File: config.mk
export PLATFORM = sky130hd
export DESIGN_NAME = serial_addsub_flat
export DESIGN_NICKNAME = d
export VERILOG_FILES = /design/src/rtl/serial_addsub_if.sv /design/src/rtl/serial_addsub.sv /design/src/flat_wrapper.sv
export SDC_FILE = /design/constraint.sdc
export NUM_CORES = 1
export LEC_CHECK = 0
export ABC_AREA = 1
export CAP_MARGIN = 30
export CORE_UTILIZATION = 55
export DETAILED_ROUTE_END_ITERATION = 16
export GPL_TIMING_DRIVEN = 0
export PLACE_DENSITY = 0.82
export SLEW_MARGIN = 20
export SYNTH_ARGS = -nofsm -noshare
export SYNTH_HDL_FRONTEND = slang
export SYNTH_SLANG_ARGS = --single-unit
File: constraint.sdc
create_clock -name clk -period 5.8 [get_ports clk]
set_input_delay 1.16 -clock clk [delete_from_list [all_inputs] [get_ports clk]]
set_output_delay 1.16 -clock clk [all_outputs]
set_load 0.1 [all_outputs]
File: src/rtl/serial_addsub_if.sv
// Operand/result bundle for the bit-serial adder/subtractor.
// The requester drives the operands and start; the unit returns the result and status.
interface serial_addsub_if #(
    parameter int WIDTH = 8
);
    logic             start;
    logic             mode;
    logic [WIDTH-1:0] a;
    logic [WIDTH-1:0] b;
    logic             cin;
    logic [WIDTH-1:0] sum;
    logic             cout;
    logic             ovf;
    logic             busy;
    logic             done;

    modport master (
        output start, mode, a, b, cin,
        input  sum, cout, ovf, busy, done
    );

    modport slave (
        input  start, mode, a, b, cin,
        output sum, cout, ovf, busy, done
    );
endinterface

File: src/rtl/serial_addsub.sv
// Bit-serial adder/subtractor: one full-adder step per clock, LSB first.
// Subtraction is a + ~b + 1, so cout=1 means no borrow.
module serial_addsub #(
    parameter int WIDTH = 8
) (
    input  logic           clk,
    input  logic           rst_n,
    serial_addsub_if.slave bus
);
    localparam int CW = (WIDTH > 1) ? $clog2(WIDTH) : 1;

    typedef enum logic [1:0] {
        IDLE = 2'd0,
        RUN  = 2'd1,
        DONE = 2'd2
    } state_t;

    state_t           state;
    state_t           state_nxt;
    logic [CW-1:0]    cnt;
    logic             carry;
    logic [WIDTH-1:0] x_reg;
    logic [WIDTH-1:0] y_reg;
    logic [WIDTH-1:0] acc;
    logic [WIDTH-1:0] sum_r;
    logic             cout_r;
    logic             ovf_r;

    logic             accept;
    logic             last_bit;
    logic             xb;
    logic             yb;
    logic             s_bit;
    logic             c_nxt;
    logic [WIDTH-1:0] acc_nxt;

    // One full-adder slice on the bit selected by the counter.
    always_comb begin
        xb       = x_reg[cnt];
        yb       = y_reg[cnt];
        s_bit    = xb ^ yb ^ carry;
        c_nxt    = (xb & yb) | (xb & carry) | (yb & carry);
        last_bit = (cnt == CW'(WIDTH - 1));
        acc_nxt  = acc;
        acc_nxt[cnt] = s_bit;
    end

    always_ff @(posedge clk or negedge rst_n) begin
        if (!rst_n) state <= IDLE;
        else        state <= state_nxt;
    end

    always_comb begin
        state_nxt = state;
        accept    = 1'b0;
        unique case (state)
            IDLE: begin
                if (bus.start) begin
                    accept    = 1'b1;
                    state_nxt = RUN;
                end
            end
            RUN: begin
                if (last_bit) state_nxt = DONE;
            end
            DONE: begin
                // A start held in the completion cycle chains straight into RUN.
                if (bus.start) begin
                    accept    = 1'b1;
                    state_nxt = RUN;
                end else begin
                    state_nxt = IDLE;
                end
            end
            default: state_nxt = IDLE;
        endcase
    end

    always_ff @(posedge clk or negedge rst_n) begin
        if (!rst_n) begin
            cnt    <= '0;
            carry  <= 1'b0;
            x_reg  <= '0;
            y_reg  <= '0;
            acc    <= '0;
            sum_r  <= '0;
            cout_r <= 1'b0;
            ovf_r  <= 1'b0;
        end else if (accept) begin
            x_reg <= bus.a;
            y_reg <= bus.mode ? ~bus.b : bus.b;
            carry <= bus.mode ? 1'b1 : bus.cin;
            cnt   <= '0;
        end else if (state == RUN) begin
            acc   <= acc_nxt;
            carry <= c_nxt;
            cnt   <= cnt + CW'(1);
            if (last_bit) begin
                // carry still holds the carry into the MSB at this point.
                sum_r  <= acc_nxt;
                cout_r <= c_nxt;
                ovf_r  <= carry ^ c_nxt;
            end
        end
    end

    assign bus.sum  = sum_r;
    assign bus.cout = cout_r;
    assign bus.ovf  = ovf_r;
    assign bus.busy = (state == RUN);
    assign bus.done = (state == DONE);
endmodule

File: src/flat_wrapper.sv
// flat-port wrapper written by rule: the top's interface ports become plain ports
module serial_addsub_flat 
#(
    parameter int WIDTH = 8
)
  (clk, rst_n, bus_start, bus_mode, bus_a, bus_b, bus_cin, bus_sum, bus_cout, bus_ovf, bus_busy, bus_done);
  serial_addsub_if #(.WIDTH(WIDTH)) bus_i ();
  input  logic clk;
  input  logic rst_n;
  input wire logic [$bits(bus_i.start)-1:0] bus_start;
  input wire logic [$bits(bus_i.mode)-1:0] bus_mode;
  input wire logic [$bits(bus_i.a)-1:0] bus_a;
  input wire logic [$bits(bus_i.b)-1:0] bus_b;
  input wire logic [$bits(bus_i.cin)-1:0] bus_cin;
  output wire logic [$bits(bus_i.sum)-1:0] bus_sum;
  output wire logic [$bits(bus_i.cout)-1:0] bus_cout;
  output wire logic [$bits(bus_i.ovf)-1:0] bus_ovf;
  output wire logic [$bits(bus_i.busy)-1:0] bus_busy;
  output wire logic [$bits(bus_i.done)-1:0] bus_done;
  assign bus_i.start = bus_start;
  assign bus_i.mode = bus_mode;
  assign bus_i.a = bus_a;
  assign bus_i.b = bus_b;
  assign bus_i.cin = bus_cin;
  assign bus_sum = bus_i.sum;
  assign bus_cout = bus_i.cout;
  assign bus_ovf = bus_i.ovf;
  assign bus_busy = bus_i.busy;
  assign bus_done = bus_i.done;
  serial_addsub #(.WIDTH(WIDTH)) u_core (.clk(clk), .rst_n(rst_n), .bus(bus_i));
endmodule
==> metrics, run 1 <==
status=finished, final reports clean; register area=1000 um^2; list of most frequent post-synthesis cells=nand2_1 (94), dfrtp_1 (40), nand3_1 (27), o21ai_0 (15), inv_1 (10); Worst Path Arrival=2.31 ns; reg2reg start=u_core.cnt[2]; post-route ant nets=0; initial antenna violation count=0; Die Ht=63.3 um; Post-CTS Setup Repair Bufs=0; WL final=4160 um; Filler Cells Inserted=272; Worst Setup SP=u_core.state[1]; IO Pins=33; Mapped Cells=243; CP Capture Type=primary output; Core ar.=3470 um^2; cell area after layout=2520 um^2; slew margin rel.=35.3%; endpoints failing hold=0; Via Count=1,715; Clock Skews=0.00642 ns; Hold Buf Count CTS=0; Fmax achieved=288 MHz; largest net degree at the start of global routing=22; CTS tree=done; reg-to-reg critical path endpoint=u_core.acc[7]; LEAKAGE=1.25 nW; clock tree root driver cell=clkbuf_8; yosys warns=0; worst-margin pin slew=0.968 ns; WHS Path Cells=2; P&R area growth vs syn=22.2%; Worst Setup Path Type=reg2out; Pre-antenna DRT Iters=4; final RePlAce weighted congestion=0.896; Worst Path Required=4.64 ns; unrepaired setup endpoints after global routing=no; number of cell rows=21; post-placement cell area=2450 um^2; Tmin final=3.47 ns; Multi-input gate area=887 um^2; Tcrit/Tclk final=59.8%; Net Count, Synth=267; critical-path maximum fanout=10; CP Capture Point=bus_busy; Detail Placement HPWL=2950 um; worst IR drop on VDD=0.493 mV; post-CTS sizing=0; DR WL/cell=12.8 um; CP cell instances=nor2_8, buf_4, clkdlybuf4s50_1; fraction of registers with async set/reset=100%; Yosys cell types=26; Num CTS Buffers=5; CP max stage delay=1.14 ns; first-pass GRT wire length=7200 um; P per Cell Area=648 nW/um^2; Synth area leaders=dfrtp_1 (48%), nand2_1 (17%), nand3_1 (6.5%); Yosys reg bits=40; FF-to-FF path depth=12; clock latency on the worst-skew pair=0.28 ns; CP startpoint kind=register; Clock Sinks=40; Synth top area share=48.5%; die area=4000 um^2; layout cells sized above 1=11.8%; gr ovfl total=0; diode count=0; Max Cap Viol=0; Hold WC Path Type=reg2reg; H-tree levels=2; syn_area_per_cell=8.50 um^2; clk slew on worst S/H paths=0.07 ns; Setup TNS=0 ns; port bufs=31; Die W=63.3 um; CTS max path bufs=2; Post-synth EDFFs=0; FF-to-FF setup slack=3.60 ns; drt first-iter violations=128; Post-Syn Area=2060 um^2; slowest cell on the critical path=clkdlybuf4s50_1; Initial Util=59.5%; drc violations=0; sequential share of the synthesized area=48.5%; dominant cell type by area after synthesis=dfrtp_1; total track usage=23.4%; most common cell in the netlist=nand2_1; Via density=5.26; Final setup viols=0; nets@finish=306; top_reg_cell synth=dfrtp_1; vias in the first global route=1,574; final slew viol count=0
[routing by layer]
metal / GRT usage, % / vias to the layer above / share of wire [%]
met3: 6.16 / 5 / 4.4
met4: 5.68 / 0 / 0.79
met5: 0 / - / 0
li1: - / 861 / -
met2: 36.3 / 44 / 46
met1: 32.9 / 805 / 49
[per-stage QoR]
stage	hold WS, ns	utilization [%]	setup WS [ns]	std cells	total power, mW
2_1_floorplan	0.440	-	2.91	243	1.24
3_3_place_gp	0.457	70.1	2.63	320	1.44
3_5_place_dp	0.464	70.8	2.64	321	1.47
4_1_cts	0.482	72.8	2.33	326	1.64
5_1_grt	0.508	72.8	2.27	326	1.75
6_report	0.482	72.8	2.33	326	1.64
[power by group]
| part | internal, mW | switching, mW |
|---|---|---|
| clock network | 0.0776 | 0.0882 |
| logic | 0.306 | 0.686 |
| registers | 0.410 | 0.0684 |
| total | 0.793 | 0.843 |
[kinds of logic (layout without fill, tap and decap cells)]
family	after synthesis	in the layout	share of synthesized area (%)
buffers and inverters	28	65	8.55
DFF	40	40	48.5
AOI/OAI and AO/OA	24	24	7.09
adders and majority gates	3	3	2.18
xor gates and xnor gates	9	9	3.82
and+or+nand+nor	139	139	29.9
[area by class of cell]
| type | instances | area share [%] |
|---|---|---|
| timing repair buffer | 32 | 13.2 |
| buffer | 11 | 4.21 |
| sequential | 40 | 39.7 |
| tap | 46 | 2.28 |
| multi-input combinational | 175 | 35.2 |
| clock buffer | 5 | 2.73 |
| inverter | 17 | 2.78 |
[layout by cell type, fill, tap and decap left out]
cell type | netlist | layout
nand2_1 | 94 | 94
dfrtp_1 | 40 | 40
clkdlybuf4s50_1 | 0 | 30
nand3_1 | 27 | 27
o21ai_0 | 15 | 15
inv_1 | 10 | 10
xnor2_1 | 9 | 9
nand4_1 | 8 | 8
buf_6 | 7 | 7
inv_2 | 5 | 5
nor2_1 | 5 | 5
o21ai_1 | 5 | 5
clkbuf_8 | 0 | 5
nor2_4 | 2 | 2
buf_4 | 2 | 2
buf_2 | 1 | 2
ha_1 | 2 | 2
inv_6 | 1 | 1
nor2_8 | 1 | 1
nand2_2 | 1 | 1
clkbuf_4 | 1 | 1
nand2_4 | 1 | 1
clkinv_2 | 1 | 1
o21bai_4 | 1 | 1
o21bai_2 | 1 | 1
o21ai_2 | 1 | 1
o211ai_1 | 1 | 1
fa_1 | 1 | 1
buf_16 | 0 | 1
[worst max-delay path, delay by kind of cell (launching register included)]
family        cells  cell delay (ns)
buf+inv           2             1.35
flops             1             0.44
simple gates      1             0.23
[worst min-delay path by stage]
stage	from	to
floorplan	u_core.acc[4]	u_core.acc[4]
global placement	u_core.acc[4]	u_core.acc[4]
detailed placement	u_core.bus.sum[3]	u_core.bus.sum[3]
CTS	u_core.bus.sum[1]	u_core.bus.sum[1]
global route	u_core.x_reg[2]	u_core.x_reg[2]
finish	u_core.bus.sum[1]	u_core.bus.sum[1]
Note: power is estimated with default switching activity, not from simulation.
==> run 2: changes to the inputs <==
Settings changed: CORE_UTILIZATION 55 to 53, PLACE_DENSITY 0.82 to 0.79.
Clock period 5.8 ns to 3.21 ns, I/O delays scaled along.
==> run 2 against run 1 <==
Against the previous run:
- sequential share of layout area shrank 0.29 points
- design area increased by 0.74%
- via count fell by 1.2%
- largest cell class unchanged
- clock-buffer cell count rose by 1
- final cell count up 1.5%
==> metrics, run 2 (synthesis gave the netlist of run 1 again) <==
status=finished, final reports clean; first-pass GRT wire length=7270 um; met2 usage=41.6%; Die Ht=64.4 um; initial antenna violation count=0; largest net degree at the start of global routing=29; die area=4150 um^2; WL final=3990 um; drt first-iter violations=75; Fmax achieved=339 MHz; Initial Util=56.0%; Pre-antenna DRT Iters=4; met3 Use GR=5.81%; Filler Cells Inserted=336; endpoints failing hold=0; critical-path maximum fanout=10; final RePlAce weighted congestion=0.796; CTS max path bufs=2; final slew viol count=0; total track usage=23.2%; Clock Sinks=40; P per Cell Area=1170 nW/um^2; post-CTS sizing=0; drc violations=0; CP Capture Type=primary output; number of cell rows=22; Hold Buf Count CTS=0; DR WL/cell=12.0 um; WHS=0.229 ns; Worst Path Arrival=2.31 ns; commonest non-fill, non-tap cells in the layout=nand2_1 (94), dfrtp_1 (40), clkdlybuf4s50_1 (30), nand3_1 (27), o21ai_0 (15); Via density=5.12; slew margin rel.=34.8%; FF-to-FF path depth=12; IO Pins=33; Num CTS Buffers=5; Final Power=2.98 mW; final worst-path setup slack=0.256 ns; Setup TNS=0 ns; clock latency on the worst-skew pair=0.29 ns; Tcrit/Tclk final=92.0%; gr ovfl total=0; pre-CTS WS=0.572 ns; Final setup viols=0; unrepaired setup endpoints after global routing=no; GR Util met1=26.3%; diode count=0; Detail Placement HPWL=2950 um; Via Count=1,694; layout cells sized above 1=12.7%; CTS tree=done; Worst Path Required=2.57 ns; worst IR drop on VDD=0.407 mV; P&R area growth vs syn=23.2%; clk slew on worst S/H paths=0.07 ns; Clock Skews=0.00293 ns; port bufs=31; clock tree root driver cell=clkbuf_8; Die W=64.4 um; Core ar.=3690 um^2; Max Cap Viol=0; Hold WC Path Type=in2async; Tmin final=2.95 ns; vias in the first global route=1,695; Top Usage Layer GRT=met2; commonest non-fill, non-tap cell in the layout=nand2_1; CP startpoint kind=register; LEAKAGE=1.26 nW; Worst Setup Path Type=reg2out; Post-CTS Setup Repair Bufs=0; nets@finish=306; post-route ant nets=0; worst-margin pin slew=0.975 ns; H-tree levels=2
run 2: cell count changes in the layout (fill, tap and decap cells not counted):
cell,before,now
clkbuf_8,5,6
buf_16,1,0
clkinv_2,1,3
buf_12,0,1
run 2: layout make-up:
class | instances | area, um^2 | share of cell area, %
Sequential cell | 40 | 1000 | 39.4
Multi-Input combinational cell | 175 | 887 | 34.9
Timing Repair Buffer | 32 | 325 | 12.8
Buffer | 11 | 106 | 4.18
Clock buffer | 6 | 82.6 | 3.25
Inverter | 17 | 70.1 | 2.76
Tap cell | 48 | 60.1 | 2.36
Clock inverter | 2 | 10.0 | 0.394
run 2: report_power, final:
group          internal [mW]  total [mW]  leakage [nW]  switching (mW)
Sequential             0.741       0.862         0.500           0.121
Combinational          0.550        1.77         0.707            1.22
Clock                  0.171       0.342        0.0510           0.171
run 2: worst paths after layout:
check                                   from           endpoint  slack (ns)
min in group clk           u_core.bus.sum[5]  u_core.bus.sum[5]        0.48
setup reg to reg               u_core.cnt[2]      u_core.acc[7]        1.04
max in group asynchronous              rst_n    u_core.y_reg[5]        2.54
hold / removal                         rst_n  u_core.bus.sum[6]        0.23
setup / recovery             u_core.state[1]           bus_busy        0.26
hold reg to reg            u_core.bus.sum[5]  u_core.bus.sum[5]        0.48
run 2: routing by layer:
layer  wire length, um  up-vias
met5                 0        -
li1                  -      860
met2              2030       31
met4                71        0
met3               111        9
met1              1770      794
run 2: worst max-delay path: stages (launching register included):
cell and delay, ns:
dfrtp_1 0.44, nor2_8 0.22, buf_4 0.21, clkdlybuf4s50_1 1.15
run 2: stage by stage:
step                cell area, um^2  instances  util (%)
floorplan                      2060        243         -
global placement               2430        322      66.0
detailed placement             2450        323      66.4
CTS                            2540        331      68.9
global route                   2540        331      68.9
finish                         2540        331      68.9
